File: config.mk
export PLATFORM = sky130hd
export DESIGN_NAME = fft_frame_feeder
export DESIGN_NICKNAME = d
export VERILOG_FILES = /design/src/rtl/fft_feeder_pkg.sv /design/src/rtl/fft_pingpong_ram.sv /design/src/rtl/fft_frame_feeder.sv
export SDC_FILE = /design/constraint.sdc
export NUM_CORES = 2
export LEC_CHECK = 0
export CAP_MARGIN = 15
export CORE_MARGIN = 2
export CORE_UTILIZATION = 55
export DETAILED_ROUTE_END_ITERATION = 10
export DONT_BUFFER_PORTS = 1
export HOLD_SLACK_MARGIN = 0.08
export PLACE_DENSITY = 0.7
export SYNTH_ARGS = -nofsm -noshare
export SYNTH_HDL_FRONTEND = slang
export SYNTH_SLANG_ARGS = --single-unit
File: constraint.sdc
create_clock -name clock -period 4 [get_ports clock]
set_input_delay 0.2 -clock clock [delete_from_list [all_inputs] [get_ports clock]]
set_output_delay 0.2 -clock clock [all_outputs]
set_load 0.05 [all_outputs]
File: src/rtl/fft_feeder_pkg.sv
// fft_feeder_pkg
// Shared definitions for the FFT frame feeder:
//   clog2()     - address-width helper for the N-point frame buffer
//   rd_state_t  - read-side burst FSM state
//   sample_t    - one complex sample {re, im} at the default component width
package fft_feeder_pkg;

   function automatic int clog2(input int value);
      int r;
      r = 0;
      while ((1 << r) < value) r = r + 1;
      return r;
   endfunction

   typedef enum logic {
      ST_IDLE  = 1'b0,
      ST_BURST = 1'b1
   } rd_state_t;

   localparam int SMP_W = 16;

   typedef struct packed {
      logic [SMP_W-1:0] re;
      logic [SMP_W-1:0] im;
   } sample_t;

endpackage

File: src/rtl/fft_pingpong_ram.sv
// fft_pingpong_ram
// Simple dual-port RAM holding both ping-pong banks (bank select is the address MSB).
// Synchronous read with a registered, resettable read port that holds its value
// while i_re is low.
//   clock, reset      clock / async active-low reset (read register only)
//   i_we, i_waddr, i_wdata   write port
//   i_re, i_raddr, o_rdata   read port, data valid one edge after i_re
module fft_pingpong_ram #(
   parameter int DW = 32,
   parameter int AW = 7
) (
   input  logic          clock,
   input  logic          reset,
   input  logic          i_we,
   input  logic [AW-1:0] i_waddr,
   input  logic [DW-1:0] i_wdata,
   input  logic          i_re,
   input  logic [AW-1:0] i_raddr,
   output logic [DW-1:0] o_rdata
);

   logic [DW-1:0] r_mem [0:(1<<AW)-1];
   logic [DW-1:0] r_rdata;

   always_ff @(posedge clock) begin
      if (i_we) r_mem[i_waddr] <= i_wdata;
   end

   always_ff @(posedge clock or negedge reset) begin
      if (!reset)    r_rdata <= '0;
      else if (i_re) r_rdata <= r_mem[i_raddr];
   end

   assign o_rdata = r_rdata;

endmodule

File: src/rtl/fft_frame_feeder.sv
// fft_frame_feeder
// Collects a gappy valid/ready sample stream into whole N-sample frames in a
// ping-pong buffer and bursts each frame to a pipelined FFT with di_en held for
// N consecutive cycles. Registers the FFT output, tags frame boundaries, counts
// frames and flags a do_en drop inside a frame.
//   clock, reset                       clock / async active-low reset
//   in_valid, in_ready, in_re, in_im   sample input handshake
//   di_en, di_re, di_im                FFT input burst
//   do_en, do_re, do_im                FFT output
//   out_valid, out_re, out_im          do_* delayed one register
//   out_first, out_last                sample 0 / N-1 of an output frame
//   frame_count, err_gap               completed frames / sticky mid-frame gap
//
// Read FSM
//   state    | meaning
//   ST_IDLE  | no frame being sent; wait for full[rb]
//   ST_BURST | reading bank rb at raddr, one entry per cycle
module fft_frame_feeder import fft_feeder_pkg::*; #(
   parameter int WIDTH = 16,
   parameter int N     = 64,
   parameter int CNT_W = 16
) (
   input  logic             clock,
   input  logic             reset,
   input  logic             in_valid,
   output logic             in_ready,
   input  logic [WIDTH-1:0] in_re,
   input  logic [WIDTH-1:0] in_im,
   output logic             di_en,
   output logic [WIDTH-1:0] di_re,
   output logic [WIDTH-1:0] di_im,
   input  logic             do_en,
   input  logic [WIDTH-1:0] do_re,
   input  logic [WIDTH-1:0] do_im,
   output logic             out_valid,
   output logic [WIDTH-1:0] out_re,
   output logic [WIDTH-1:0] out_im,
   output logic             out_first,
   output logic             out_last,
   output logic [CNT_W-1:0] frame_count,
   output logic             err_gap
);

   localparam int AW = clog2(N);

   logic [AW-1:0]      r_waddr, r_raddr, r_ocnt;
   logic               r_wb, r_rb;
   logic [1:0]         r_full, w_full_nxt;
   rd_state_t          r_state, w_state_nxt;
   logic               w_accept, w_wlast, w_rlast, w_rd_en, w_free_wb;
   logic               r_di_en;
   logic [2*WIDTH-1:0] w_rdata;
   logic               r_out_valid, r_out_first, r_out_last, r_err_gap;
   logic [WIDTH-1:0]   r_out_re, r_out_im;
   logic [CNT_W-1:0]   r_frame_count;

   // The bank being read is released while its last entry is read; the writer
   // may already put sample 0 of the next frame into it on that edge (different
   // address), so three back-to-back frames never stall the source.
   assign w_rlast   = (r_state == ST_BURST) && (r_raddr == AW'(N-1));
   assign w_free_wb = w_rlast && (r_rb == r_wb);
   assign in_ready  = !r_full[r_wb] || w_free_wb;
   assign w_accept  = in_valid && in_ready;
   assign w_wlast   = w_accept && (r_waddr == AW'(N-1));

   // Write side: waddr wraps to 0 by itself after N-1 because N is a power of two.
   always_ff @(posedge clock or negedge reset) begin
      if (!reset) begin
         r_waddr <= '0;
         r_wb    <= 1'b0;
      end else if (w_accept) begin
         r_waddr <= r_waddr + 1'b1;
         if (w_wlast) r_wb <= ~r_wb;
      end
   end

   always_comb begin
      w_full_nxt = r_full;
      if (w_rlast) w_full_nxt[r_rb] = 1'b0;
      if (w_wlast) w_full_nxt[r_wb] = 1'b1;
   end

   always_ff @(posedge clock or negedge reset) begin
      if (!reset) r_full <= 2'b00;
      else        r_full <= w_full_nxt;
   end

   // Read FSM: state register
   always_ff @(posedge clock or negedge reset) begin
      if (!reset) r_state <= ST_IDLE;
      else        r_state <= w_state_nxt;
   end

   // Read FSM: next state
   always_comb begin
      w_state_nxt = r_state;
      case (r_state)
         ST_IDLE:  if (r_full[r_rb]) w_state_nxt = ST_BURST;
         ST_BURST: if (w_rlast && !r_full[~r_rb]) w_state_nxt = ST_IDLE;
         default:  w_state_nxt = ST_IDLE;
      endcase
   end

   // Read FSM: outputs
   always_comb begin
      w_rd_en = 1'b0;
      if (r_state == ST_BURST) w_rd_en = 1'b1;
   end

   always_ff @(posedge clock or negedge reset) begin
      if (!reset) begin
         r_raddr <= '0;
         r_rb    <= 1'b0;
      end else if (w_rd_en) begin
         r_raddr <= r_raddr + 1'b1;
         if (w_rlast) r_rb <= ~r_rb;
      end else begin
         r_raddr <= '0;
      end
   end

   // di_en lines up with the RAM read register, which also holds di_re/di_im
   // between bursts.
   always_ff @(posedge clock or negedge reset) begin
      if (!reset) r_di_en <= 1'b0;
      else        r_di_en <= w_rd_en;
   end

   fft_pingpong_ram #(
      .DW (2*WIDTH),
      .AW (AW+1)
   ) u_ram (
      .clock   (clock),
      .reset   (reset),
      .i_we    (w_accept),
      .i_waddr ({r_wb, r_waddr}),
      .i_wdata ({in_re, in_im}),
      .i_re    (w_rd_en),
      .i_raddr ({r_rb, r_raddr}),
      .o_rdata (w_rdata)
   );

   assign di_en = r_di_en;
   assign di_re = w_rdata[2*WIDTH-1:WIDTH];
   assign di_im = w_rdata[WIDTH-1:0];

   // Output side
   always_ff @(posedge clock or negedge reset) begin
      if (!reset) begin
         r_out_valid   <= 1'b0;
         r_out_re      <= '0;
         r_out_im      <= '0;
         r_out_first   <= 1'b0;
         r_out_last    <= 1'b0;
         r_frame_count <= '0;
         r_err_gap     <= 1'b0;
         r_ocnt        <= '0;
      end else begin
         r_out_valid <= do_en;
         r_out_re    <= do_re;
         r_out_im    <= do_im;
         r_out_first <= do_en && (r_ocnt == '0);
         r_out_last  <= do_en && (r_ocnt == AW'(N-1));
         if (do_en) begin
            r_ocnt <= r_ocnt + 1'b1;
            if (r_ocnt == AW'(N-1)) r_frame_count <= r_frame_count + 1'b1;
         end else if (r_ocnt != '0) begin
            r_err_gap <= 1'b1;
            r_ocnt    <= '0;
         end
      end
   end

   assign out_valid   = r_out_valid;
   assign out_re      = r_out_re;
   assign out_im      = r_out_im;
   assign out_first   = r_out_first;
   assign out_last    = r_out_last;
   assign frame_count = r_frame_count;
   assign err_gap     = r_err_gap;

endmodule

==> summary.txt <==
Global routing
  – Met2 track utilization from global routing: 43.6%
  – Met1 Use GR: 40.5%
  – GRT Resource Usage Total: 28.2%
  – Vias in the first global route: 78700
  – Grt ovf: 0
  – Peak-usage layer in the global routing report: met2
  – GR Util met3: 4.90%
  – Antenna violations before repair: 23
  – Largest net degree at the start of global routing: 129
  – Global-route wire length before repair: 588000 um

Pwr
  – P_int: 70.0 mW
  – Switching power: 17.2 mW
  – Worst VDD drop: 0.000449 V
  – Comb pwr share: 1.2%
  – PwrDens: 475 mW/mm^2
  – Clock power frac: 43.3%
  – Sequential share of power: 55.5%
  – Final Power: 87.3 mW
  – P_leak: 55.4 nW
  – Switching share of power: 19.7%

Synthesis
  – Ys async rst share: 2.57%
  – Post-synth top area share: 76.9%
  – Post-synth EDFFs: 4096
  – Largest cells by area after synthesis: edfxtp_1 77%, mux4_2 13%, mux2i_1 2.2%
  – Distinct cells, synth: 53
  – Sequential fraction of the synthesis area: 78.6%
  – Post-Syn Nets: 7301
  – Largest area contributor in the netlist: edfxtp_1
  – Mux share of post-synthesis cell area: 15.1%
  – Post-Syn Instances: 7228
  – Largest family of logic cells by synthesized area: multiplexers
  – Post-synthesis adder-cell area fraction: 0.0391%
  – Post-Synth Simple-Gate Area: 1.62%
  – Post-synthesis compound-gate area fraction: 3.21%
  – Synthesized area: 0.160 mm^2
  – Synth Area per Inst: 22.1 um^2
  – Yosys Warn Count: 0
  – Top_reg_cell synth: edfxtp_1
  – Xor and xnor fraction of the mapped netlist area: 0.153%
  – Flops & latches, synth: 4204

Clocking
  – Cts bufs inserted: 401
  – CTS tree: done
  – Root buffer cell: clkbuf_16
  – Clock Latency Late Sink: 0.95 ns
  – Max Root-Sink Buffers: 4
  – Clk pin slew, worst setup/hold paths: 0.06 ns
  – Post-CTS Setup Inserts: 0
  – Htree depth: 5
  – CTS Sinks: 4204

Run status
  – Status: finished with violations
  – Failing checks: negative setup slack

STA
  – Final setup vio count: 1
  – RSZ-0062 raised after global routing: false
  – Relative slew slack: 13.3%
  – Setup slack after layout: -0.0333 ns
  – Slew @ Worst Pin: 1.27 ns
  – Highest clock rate: 248 MHz
  – Clock skew: 0.0443 ns
  – Tcrit/Tclk final: 101%
  – Hold Fails Final Rpt: 0
  – Setup TNS: -0.0333 ns
  – Fin crit period: 4.03 ns
  – Max Slew Vio Count: 0

Worst setup path
  – Slowest Stage Delay on Critical Path: 0.73 ns
  – Crit Path Class: reg -> reg
  – Crit. Startpoint: r_raddr[1]
  – Top delay family on crit path: compound AO/OA/AOI/OAI gates
  – R2R Path Start: r_raddr[1]
  – Startpoint Class: flip-flop
  – Crit Path Max Fanout: 114
  – Slowest cell on the critical path: a21boi_0
  – Worst path cell trace: buf_12 -> mux2i_1 -> a22oi_1 -> a21boi_0 -> a2111oi_0 -> buf_1 -> buf_4 -> o21ai_1 -> buf_4 -> a31oi_1
  – R2r setup slk: -0.03 ns
  – WP buf/inv: 4
  – RR Endpoint: u_ram.o_rdata[0]
  – CP required: 4.81 ns
  – Critical Path AT: 4.85 ns
  – Crit path capture type: flip-flop
  – Worst r2r path cells: 10
  – Most frequent CP cell: buf_4

Floorplanning
  – Core Box Area: 0.290 mm^2
  – IO Pins: 154
  – Die height: 543 um
  – # rows: 198
  – Die Wd: 543 um
  – Die area: 0.295 mm^2
  – Effective utilization at floorplan: 55.1%

Layout
  – Synth-to-layout area growth: 14.9%
  – Share of layout cells above drive strength 1: 26.2%
  – Commonest non-fill, non-tap cell in the layout: edfxtp_1
  – Layout Nets: 7851
  – Commonest non-fill, non-tap cells in the layout: 4096 x edfxtp_1, 896 x mux4_2, 403 x clkbuf_16, 352 x a22oi_1, 352 x mux2i_1
  – Fill count: 18700

Detailed routing
  – Iteration-0 DRC Markers: 11900
  – Vias: 80000
  – Via density: 6.66
  – TritonRoute pass-1 iters: 5
  – Antenna viol nets, final: 0
  – Routed WL: 416000 um
  – Post-DR wirelength/cell: 34.7 um
  – Detailed-route DRC error count: 0

Placed design
  – Detailed Place HPWL: 223000 um
  – Port bufs: 0
  – RD Place Congestion: 0.857

Worst hold path
  – Hold Path Sink: r_waddr[2]
  – Min-delay worst type: in -> reg
  – Worst hold path depth: 3
  – Critical hold path startpoint: in_valid

Flow run
  – Max cap viols: 0
## final cells by class
type | count | area [um^2] | share of cell area, %
tap | 3900 | 4880 | 2.65
inverter | 6 | 22.5 | 0.0123
antenna | 8 | 20.0 | 0.0109
clock buffer | 504 | 10600 | 5.77
sequential | 4204 | 126000 | 68.4
multi-input combinational | 2601 | 33200 | 18.1
timing repair buffer | 564 | 6910 | 3.76
clock inverter | 225 | 2460 | 1.34
## worst reg2reg max path, stage by stage (launching register included)
cell and delay, ns:
dfrtp_4 0.53, buf_12 0.55, mux2i_1 0.51, a22oi_1 0.11, a21boi_0 0.73, a2111oi_0 0.18
buf_1 0.21, buf_4 0.16, o21ai_1 0.56, buf_4 0.28, a31oi_1 0.08
## registers in the layout, indices dropped and copies added (netlist names)
name,flops
r_raddr,6
r_state,1
out_re,16
u_ram.r_mem,4096
frame_count,16
err_gap,1
out_im,16
di_en,1
u_ram.o_rdata,32
r_rb,1
out_first,1
out_valid,1
r_waddr,6
out_last,1
r_wb,1
r_full,2
r_ocnt,6
## repair_timing
| item | CTS | global route |
|---|---|---|
| gates resized for setup | 0 | 2 |
| hold buffers | 135 | 0 |
| endpoints found under the setup margin | 0 | 2 |
| hold endpoints to repair | 4269 | 0 |
## cells by family after synthesis
group,after synthesis
AOI/OAI and AO/OA,722
xor gates and xnor gates,28
adders and majority gates,5
buffers and inverters,423
DFF,4204
muxes,1282
and+or+nand+nor,564
## cells in the mapped netlist, types with 32 or more instances
master	number
buf_2	120
a21oi_1	65
nand3_1	115
mux2i_1	352
a211oi_1	64
nand2_1	184
o2bb2ai_1	32
mux4_2	896
a31oi_1	32
nor2_1	145
mux2_2	34
o21ai_1	32
buf_4	68
dfrtp_1	108
a22oi_1	352
nand2b_1	66
edfxtp_1	4096
clkbuf_1	180
a2111oi_0	32
o22ai_1	65
## stage by stage
step	instances	hold slack [ns]	area, um^2	utilization [%]	setup WS (ns)
2_1_floorplan	7228	-0.0956	160000	-	0.466
3_3_place_gp	11100	-0.0929	169000	58.2	-0.218
6_report	12000	0.167	184000	63.4	-0.0333
4_1_cts	12000	0.112	184000	63.3	0.103
3_5_place_dp	11100	-0.0928	169000	58.2	0.105
5_1_grt	12000	0.126	184000	63.3	0.0510
## worst max path at each step
stage                          to  slack (ns)  cells after the start
6_report         u_ram.o_rdata[0]       -0.03                     10
3_3_place_gp     u_ram.o_rdata[0]       -0.22                      9
2_1_floorplan  u_ram.r_mem[72][0]        0.47                      8
5_1_grt         u_ram.o_rdata[11]        0.05                      9
3_5_place_dp     u_ram.o_rdata[0]        0.11                     12
4_1_cts          u_ram.o_rdata[0]        0.10                     12
## power by group through the flow
stage	Clock, mW	Combinational, mW	Sequential, mW
after floorplan	0	0.0351	49.4
after global placement	0	0.0408	49.3
after detailed placement	0	0.0451	49.3
after CTS	38.2	1.06	48.4
after global routing	39.8	1.12	48.4
final	37.8	1.05	48.4
## per-layer routing
metal | part of all wire, % | vias to the layer above | wire length [um]
li1 | - | 31600 | -
met1 | 38 | 42600 | 157000
met2 | 47 | 4982 | 197000
met3 | 10 | 745 | 43200
met4 | 4.7 | 8 | 19500
met5 | 0.013 | - | 53
(Power assumes the default switching activity.)
